===== config.mk =====
export PLATFORM = sky130hd
export DESIGN_NAME = ifid_pipe_reg
export DESIGN_NICKNAME = d
export VERILOG_FILES = /design/src/rtl/ifid_pipe_reg.sv
export SDC_FILE = /design/constraint.sdc
export NUM_CORES = 1
export LEC_CHECK = 0
export CAP_MARGIN = 20
export CORE_MARGIN = 10
export CORE_UTILIZATION = 50
export CTS_CLUSTER_SIZE = 20
export DETAILED_ROUTE_END_ITERATION = 12
export HOLD_SLACK_MARGIN = 0.12
export MAX_ROUTING_LAYER = met4
export PLACE_DENSITY_LB_ADDON = 0.1
export RECOVER_POWER = 50
export SLEW_MARGIN = 20
export SYNTH_ARGS = -nofsm -noshare
export SYNTH_HDL_FRONTEND = slang
export SYNTH_SLANG_ARGS = --single-unit

===== constraint.sdc =====
create_clock -name clk -period 3.9 [get_ports clk]
set_input_delay 1.17 -clock clk [delete_from_list [all_inputs] [get_ports clk]]
set_output_delay 1.17 -clock clk [all_outputs]
set_load 0.02 [all_outputs]

===== src/rtl/ifid_pipe_reg.sv =====
`default_nettype none
// ============================================================================
// Module   : ifid_pipe_reg
// Purpose  : IF->ID pipeline register. A two-entry skid buffer holds beats:
//            M (main, presented to ID) and S (skid). The valid/ready handshake
//            runs on both sides. The held instruction is split into MIPS fields.
//            A flush discards every held beat and the incoming beat.
//            A saturating counter records back-pressure cycles.
// Ports    : clk, rst_n                  clock, async active-low reset
//            in_valid/in_ready/in_instr/in_pc      upstream (IF) side
//            flush                                 redirect: drop everything
//            out_valid/out_ready/out_instr/out_pc  downstream (ID) side
//            out_opcode..out_jidx                  instruction field taps
//            stall_cnt                             out_valid & ~out_ready cycles
// Revision : 1.0 - initial release
// ============================================================================
module ifid_pipe_reg #(
  parameter int          PC_W      = 32,
  parameter logic [31:0] NOP_INSTR = 32'h0000_0000,
  parameter int          CNT_W     = 16
) (
  input  logic             clk,
  input  logic             rst_n,
  input  logic             in_valid,
  output logic             in_ready,
  input  logic [31:0]      in_instr,
  input  logic [PC_W-1:0]  in_pc,
  input  logic             flush,
  output logic             out_valid,
  input  logic             out_ready,
  output logic [31:0]      out_instr,
  output logic [PC_W-1:0]  out_pc,
  output logic [5:0]       out_opcode,
  output logic [4:0]       out_rs,
  output logic [4:0]       out_rt,
  output logic [4:0]       out_rd,
  output logic [4:0]       out_shamt,
  output logic [5:0]       out_funct,
  output logic [15:0]      out_imm16,
  output logic [25:0]      out_jidx,
  output logic [CNT_W-1:0] stall_cnt
);

  localparam logic [CNT_W-1:0] c_cnt_one = {{(CNT_W-1){1'b0}}, 1'b1};

  logic             r_m_valid;
  logic [31:0]      r_m_instr;
  logic [PC_W-1:0]  r_m_pc;
  logic             r_s_valid;
  logic [31:0]      r_s_instr;
  logic [PC_W-1:0]  r_s_pc;
  logic [CNT_W-1:0] r_stall_cnt;

  logic w_acc;
  logic w_fire;

  // in_ready comes straight from the S flop, so out_ready never reaches it
  // combinationally; S being empty guarantees room for one more beat.
  assign w_acc  = in_valid & ~r_s_valid;
  assign w_fire = r_m_valid & out_ready;

  always_ff @(posedge clk or negedge rst_n) begin
    if (!rst_n) begin
      r_m_valid <= 1'b0;
      r_m_instr <= NOP_INSTR;
      r_m_pc    <= '0;
      r_s_valid <= 1'b0;
      r_s_instr <= NOP_INSTR;
      r_s_pc    <= '0;
    end else if (flush) begin
      r_m_valid <= 1'b0;
      r_s_valid <= 1'b0;
      r_m_instr <= NOP_INSTR;
    end else if (r_s_valid) begin
      // S full: nothing can be accepted; only the M->ID transfer advances.
      if (w_fire) begin
        r_m_instr <= r_s_instr;
        r_m_pc    <= r_s_pc;
        r_s_valid <= 1'b0;
      end
    end else if (w_acc) begin
      if (!r_m_valid || w_fire) begin
        // M empty or draining this edge: the new beat goes straight to M.
        r_m_valid <= 1'b1;
        r_m_instr <= in_instr;
        r_m_pc    <= in_pc;
      end else begin
        // M stalled: park the beat in S so M is never overwritten.
        r_s_valid <= 1'b1;
        r_s_instr <= in_instr;
        r_s_pc    <= in_pc;
      end
    end else if (w_fire) begin
      r_m_valid <= 1'b0;
      r_m_instr <= NOP_INSTR;
    end
  end

  // Back-pressure counter: sticks at all-ones and ignores flush.
  always_ff @(posedge clk or negedge rst_n) begin
    if (!rst_n) begin
      r_stall_cnt <= '0;
    end else if (r_m_valid && !out_ready && !(&r_stall_cnt)) begin
      r_stall_cnt <= r_stall_cnt + c_cnt_one;
    end
  end

  assign in_ready   = ~r_s_valid;
  assign out_valid  = r_m_valid;
  assign out_instr  = r_m_instr;
  assign out_pc     = r_m_pc;
  assign stall_cnt  = r_stall_cnt;

  assign out_opcode = r_m_instr[31:26];
  assign out_rs     = r_m_instr[25:21];
  assign out_rt     = r_m_instr[20:16];
  assign out_rd     = r_m_instr[15:11];
  assign out_shamt  = r_m_instr[10:6];
  assign out_funct  = r_m_instr[5:0];
  assign out_imm16  = r_m_instr[15:0];
  assign out_jidx   = r_m_instr[25:0];

endmodule
`default_nettype wire


* Word-level counts from Yosys, hierarchy flattened
Index checks and enable logic that the tools add are counted.
Widths: inputs -> output; s select.
** Word-level totals
- Bits in registers :: 146
- Input bits :: 69
- Output and inout bits :: 156
- Logic and storage cells :: 52
** Cells by class
- $add $sub $neg :: 1
- Equal/unequal tests :: 5
- Mux-type cells :: 20
- Bitwise logic cells :: 5
- Reductions and logical operators :: 14
** Operator list (number)
- $mux 32 :: 10
- $add 16x1->16 const B :: 1
- $reduce_and 16->1 :: 1
- $mux 1 :: 10
- $reduce_and 4->1 :: 2
- $ne 3x2->1 const B :: 2
- $reduce_and 3->1 :: 2
- $ne 4x3->1 const B :: 1
- $reduce_bool 2->1 :: 2
- $logic_not 1->1 :: 3
- $not 1->1 :: 3
- $reduce_bool 3->1 :: 1
- $and 1x1->1 :: 2
- $logic_and 1x1->1 :: 2
- $ne 2x1->1 const B :: 1
- $ne 2x2->1 const B :: 1
- $logic_or 1x1->1 :: 1

* Longest topological paths before layout
- Word-level depth :: 6
- Mapped depth :: 6
- Gate-level depth less buffers :: 5

* Worst setup path before layout
OpenSTA, ideal clock, no wires.
- Kind :: input to register
- Start :: input out_ready
- End :: register r_m_pc[10], in the netlist out_pc[10]
- Setup time :: 123 ps
- Arrival time :: 2127 ps
- Data required time :: 3777 ps
- Path slack :: 1650 ps
- Cell stages on the path :: 4
- Buffers on the path :: 1
- Path through :: and2b_4 > a211oi_4 > buf_4 > a21oi_2
** Between the ends
- Cells in the longest elaborated chain, start to end :: 4
- Elaborated cells on any way between the ends :: 5
- Classes of those cells :: 1 x eq/ne; 1 x bitwise; 3 x reduce/logical
** Ends and longest elaborated chain
- start, declared :: line 30 : input logic out_ready,
- $and 1x1->1 (*) :: line 60 : assign w_fire = r_m_valid & out_ready;
- $logic_or 1x1->1 :: line 82 : if (!r_m_valid || w_fire) begin
- $reduce_bool 2->1 (no source line)
- $reduce_and 4->1 (no source line) (*)
- end signal, assigned :: line 78 : r_m_pc <= r_s_pc;
- end signal, assigned :: line 86 : r_m_pc <= in_pc;
- end, declared :: line 48 : logic [PC_W-1:0] r_m_pc;
Mark *: on every way between the ends. The rest lies on a longest branch, timed or not.
A chain may end at the register's enable or synchronous reset.

* Final worst setup path
- Start :: input out_ready
- End :: register r_s_pc[21]
** Between the ends
- Cells in the longest elaborated chain, start to end :: 4
** Ends and longest elaborated chain
- $and 1x1->1 :: line 60
- $logic_or 1x1->1 :: line 82
- $not 1->1 (no source line)
- $reduce_and 4->1 (no source line)
- end signal, assigned :: line 91 : r_s_pc <= in_pc;
- end, declared :: line 51 : logic [PC_W-1:0] r_s_pc;
No other way between the ends.

==> metrics.md <==
| Metric | Value |
|---|---|
| Num CTS Buffers | `17` |
| Synth area leaders | `dfrtp_1 54%, mux2_2 9.1%, buf_4 8.4%, mux2i_1 4.7%, nor2_1 3.6%` |
| CTS tree | `built` |
| Area share of the largest cell type after synthesis | `0.537` |
| Syn Area/Cell | `11.9 um^2` |
| Initial core utilization | `0.511` |
| Final number of hold-violating endpoints | `0` |
| Detail Route Antenna Nets | `0` |
| Die Span Y | `137 um` |
| CTS Sinks | `146` |
| Crit-path max FO | `38` |
| Synth-to-Final Area Change | `34.8%` |
| R2R setup slack | `1.05 ns` |
| CP Launch Type | `input port` |
| Clock root buffer | `clkbuf_16` |
| Status | `finished with violations` |
| Row count | `42` |
| Largest area contributor in the netlist | `dfrtp_1` |
| Max Slew Vio Count | `105` |
| Final Cycle Share | `0.863` |
| Gpl congestion | `0.798` |
| Seq/Total Area, Yosys | `0.537` |
| # setup viols final | `0` |
| Worst-margin pin slew | `1.79 ns` |
| Hold WS | `0.490 ns` |
| Largest net degree at the start of global routing | `77` |
| PortBufs | `224` |
| Max Cap Violations | `2` |
| Fmax | `0.297 GHz` |
| First-pass GRT wire length | `26,200 um` |
| Synth warn | `0` |
| Worst clock skew | `0.00413 ns` |
| Seq cells post-synth | `146` |
| Final Critical Period | `3.37 ns` |
| Routed wire length | `16,600 um` |
| Critical path capture point type | `register` |
| Die Wd | `137 um` |
| PD cells | `536 nW/um^2` |
| Number of global-route vias before repair | `5,009` |
| Post-DP Area | `8660 um^2` |
| Cells after Synth | `573` |
| Worst skew pair latency | `0.41 ns` |
| Vias | `4,704` |
| Share of cells above drive strength 1 | `0.169` |
| Post-Synthesis Cell Area | `6800 um^2` |
| Routed len/inst | `18.2 um` |
| NumNets Final | `790` |
| Setup TNS | `0 ns` |
| Leakage power | `0.00381 uW` |
| H-tree levels | `4` |
| RSZ-0062 raised after global routing | `false` |
| Die Area | `18,700 um^2` |
| Worst slack, placed | `0.788 ns` |
| Slew HR | `-0.194` |
| Gr usage total | `0.183` |
| Vias/cell | `5.17` |
| Post-route cell area | `9170 um^2` |
| Post-CTS Resized | `0` |
| Synth Net Count | `643` |
| Worst Path Arrival | `3.66 ns` |
| Post-DP HPWL | `11,900 um` |
| Worst EP required | `4.20 ns` |
| CP Class | `input port to register` |
| Max VDD drop | `0.000329 V` |
| IO Count | `225` |
| # DRC | `0` |
| Netlist cell types | `38` |
| Pwr Total | `4920 uW` |
| Grt ovf | `0` |
| Worst Hold Class | `register to register` |
| Clock transition at path regs | `0.05 ns` |
| Post-CTS setup buffers | `0` |
| Hold_buf cts | `0` |
| Initial antenna violation count | `2` |
| Final-layout fill cell count | `1,000` |
| Failing checks | `capacitance limit, slew limit` |
| Core ar. | `13,300 um^2` |
| Clock buffer depth | `2` |
| Post-layout worst setup margin | `0.535 ns` |
| Detailed Route Iter0 Violations | `244` |
| Pre-Repair DR Iteration Count | `4` |
[worst paths after layout]
check	startpoint	endpoint	cells past startpoint
max	out_ready	r_s_pc[21]	5
min	r_s_instr[21]	r_s_instr[21]	1
max reg2reg	r_s_valid	r_s_pc[21]	5
min reg2reg	r_s_instr[21]	r_s_instr[21]	1
max in group asynchronous	rst_n	r_s_valid	2
min in group asynchronous	rst_n	out_pc[14]	1
[per-layer routing]
metal  GRT usage  vias up  routed length, um
met5           -        -                  0
met4      0.0692        0                211
met3      0.0524       14               1190
met2       0.297      146               8220
met1       0.210     2329               6980
li1            -     2215                  -
[cells by family (layout without fill, tap and decap cells)]
| family | Yosys count | in the layout | synth area share |
|---|---|---|---|
| buffers and inverters | 108 | 267 | 0.110 |
| multiplexers | 97 | 97 | 0.155 |
| AND/OR/NAND/NOR | 100 | 100 | 0.0688 |
| flip-flops | 146 | 146 | 0.537 |
| XOR/XNOR | 14 | 14 | 0.0180 |
| other | 0 | 2 | 0 |
| AO/OA/AOI/OAI | 107 | 107 | 0.109 |
| adder cells (fa/ha/maj) | 1 | 1 | 0.00184 |
[worst max-delay path, cell delays in order]
cell	delay [ns]
dlygate4sd3_1	0.61
and2b_4	0.22
nand2_1	0.92
buf_12	0.33
mux2_2	0.37
[cell usage after synthesis]
| cell | instances |
|---|---|
| buf_2 | 16 |
| nor3_2 | 1 |
| a21oi_1 | 40 |
| o21ai_2 | 1 |
| a211oi_4 | 1 |
| buf_6 | 5 |
| nand2b_1 | 1 |
| xor2_1 | 10 |
| nand3_1 | 3 |
| mux2i_1 | 32 |
| and4_1 | 1 |
| nor2_1 | 66 |
| mux2_1 | 10 |
| and2b_4 | 1 |
| nand2_4 | 1 |
| a22oi_1 | 32 |
| o2111ai_1 | 1 |
| nor4b_1 | 1 |
| clkbuf_1 | 7 |
| nor3b_1 | 1 |
| nor3_1 | 6 |
| dfrtp_1 | 146 |
| xnor2_1 | 4 |
| o21ai_0 | 4 |
| mux2_2 | 55 |
| nand2_1 | 6 |
| buf_4 | 76 |
| nand4b_1 | 1 |
| nand4_1 | 5 |
| nor4_1 | 2 |
| ha_1 | 1 |
| nand2b_4 | 1 |
| a21oi_2 | 28 |
| or2_2 | 1 |
| inv_1 | 3 |
| and2_1 | 1 |
| nor2_4 | 1 |
| buf_1 | 1 |
[layout by cell type (no fill, tap or decap), types with 2 or more instances in the layout]
cell             netlist  layout
mux2_1                10      10
nand4_1                5       5
a22oi_1               32      32
buf_12                 0       3
o21ai_0                4       4
diode_2                0       2
clkinv_2               0       5
nand3_1                3       3
clkdlybuf4s50_1        0     222
clkbuf_16              0      17
nor4_1                 2       2
mux2_2                55      55
inv_1                  3       3
a21oi_2               28      28
xor2_1                10      10
nand2_1                6       7
a21oi_1               40      40
clkbuf_1               7       7
mux2i_1               32      32
buf_4                 76       3
clkbuf_8               0       3
nor3_1                 6       7
xnor2_1                4       4
dfrtp_1              146     145
nor2_1                66      65
[power by group]
group | switching, uW | internal (uW) | leakage, uW
clock network | 577 | 918 | 0.000271
registers | 227 | 1840 | 0.00179
logic | 650 | 701 | 0.00175
[final cells by class]
class	instances	area, um^2	share of cell area
Timing Repair Buffer	233	2350	0.257
Tap cell	176	220	0.0240
Clock inverter	6	55.1	0.00600
Antenna cell	2	5.00	0.000546
Sequential cell	146	3650	0.399
Multi-Input combinational cell	319	2380	0.260
Clock buffer	25	485	0.0529
Inverter	3	11.3	0.00123
[per-stage QoR]
| stage | std cells | utilization |
|---|---|---|
| after floorplan | 573 | - |
| after global placement | 876 | 0.650 |
| after detailed placement | 877 | 0.652 |
| after CTS | 908 | 0.692 |
| after global routing | 910 | 0.690 |
| final | 910 | 0.690 |
[sequential cells by signal, indices dropped and copies added (netlist names)]
signal	flops
out_instr	32
out_pc	32
r_s_instr	32
r_s_pc	32
stall_cnt	16
out_valid	1
r_s_valid	1
No activity file was read; power rests on OpenSTA's default activity.
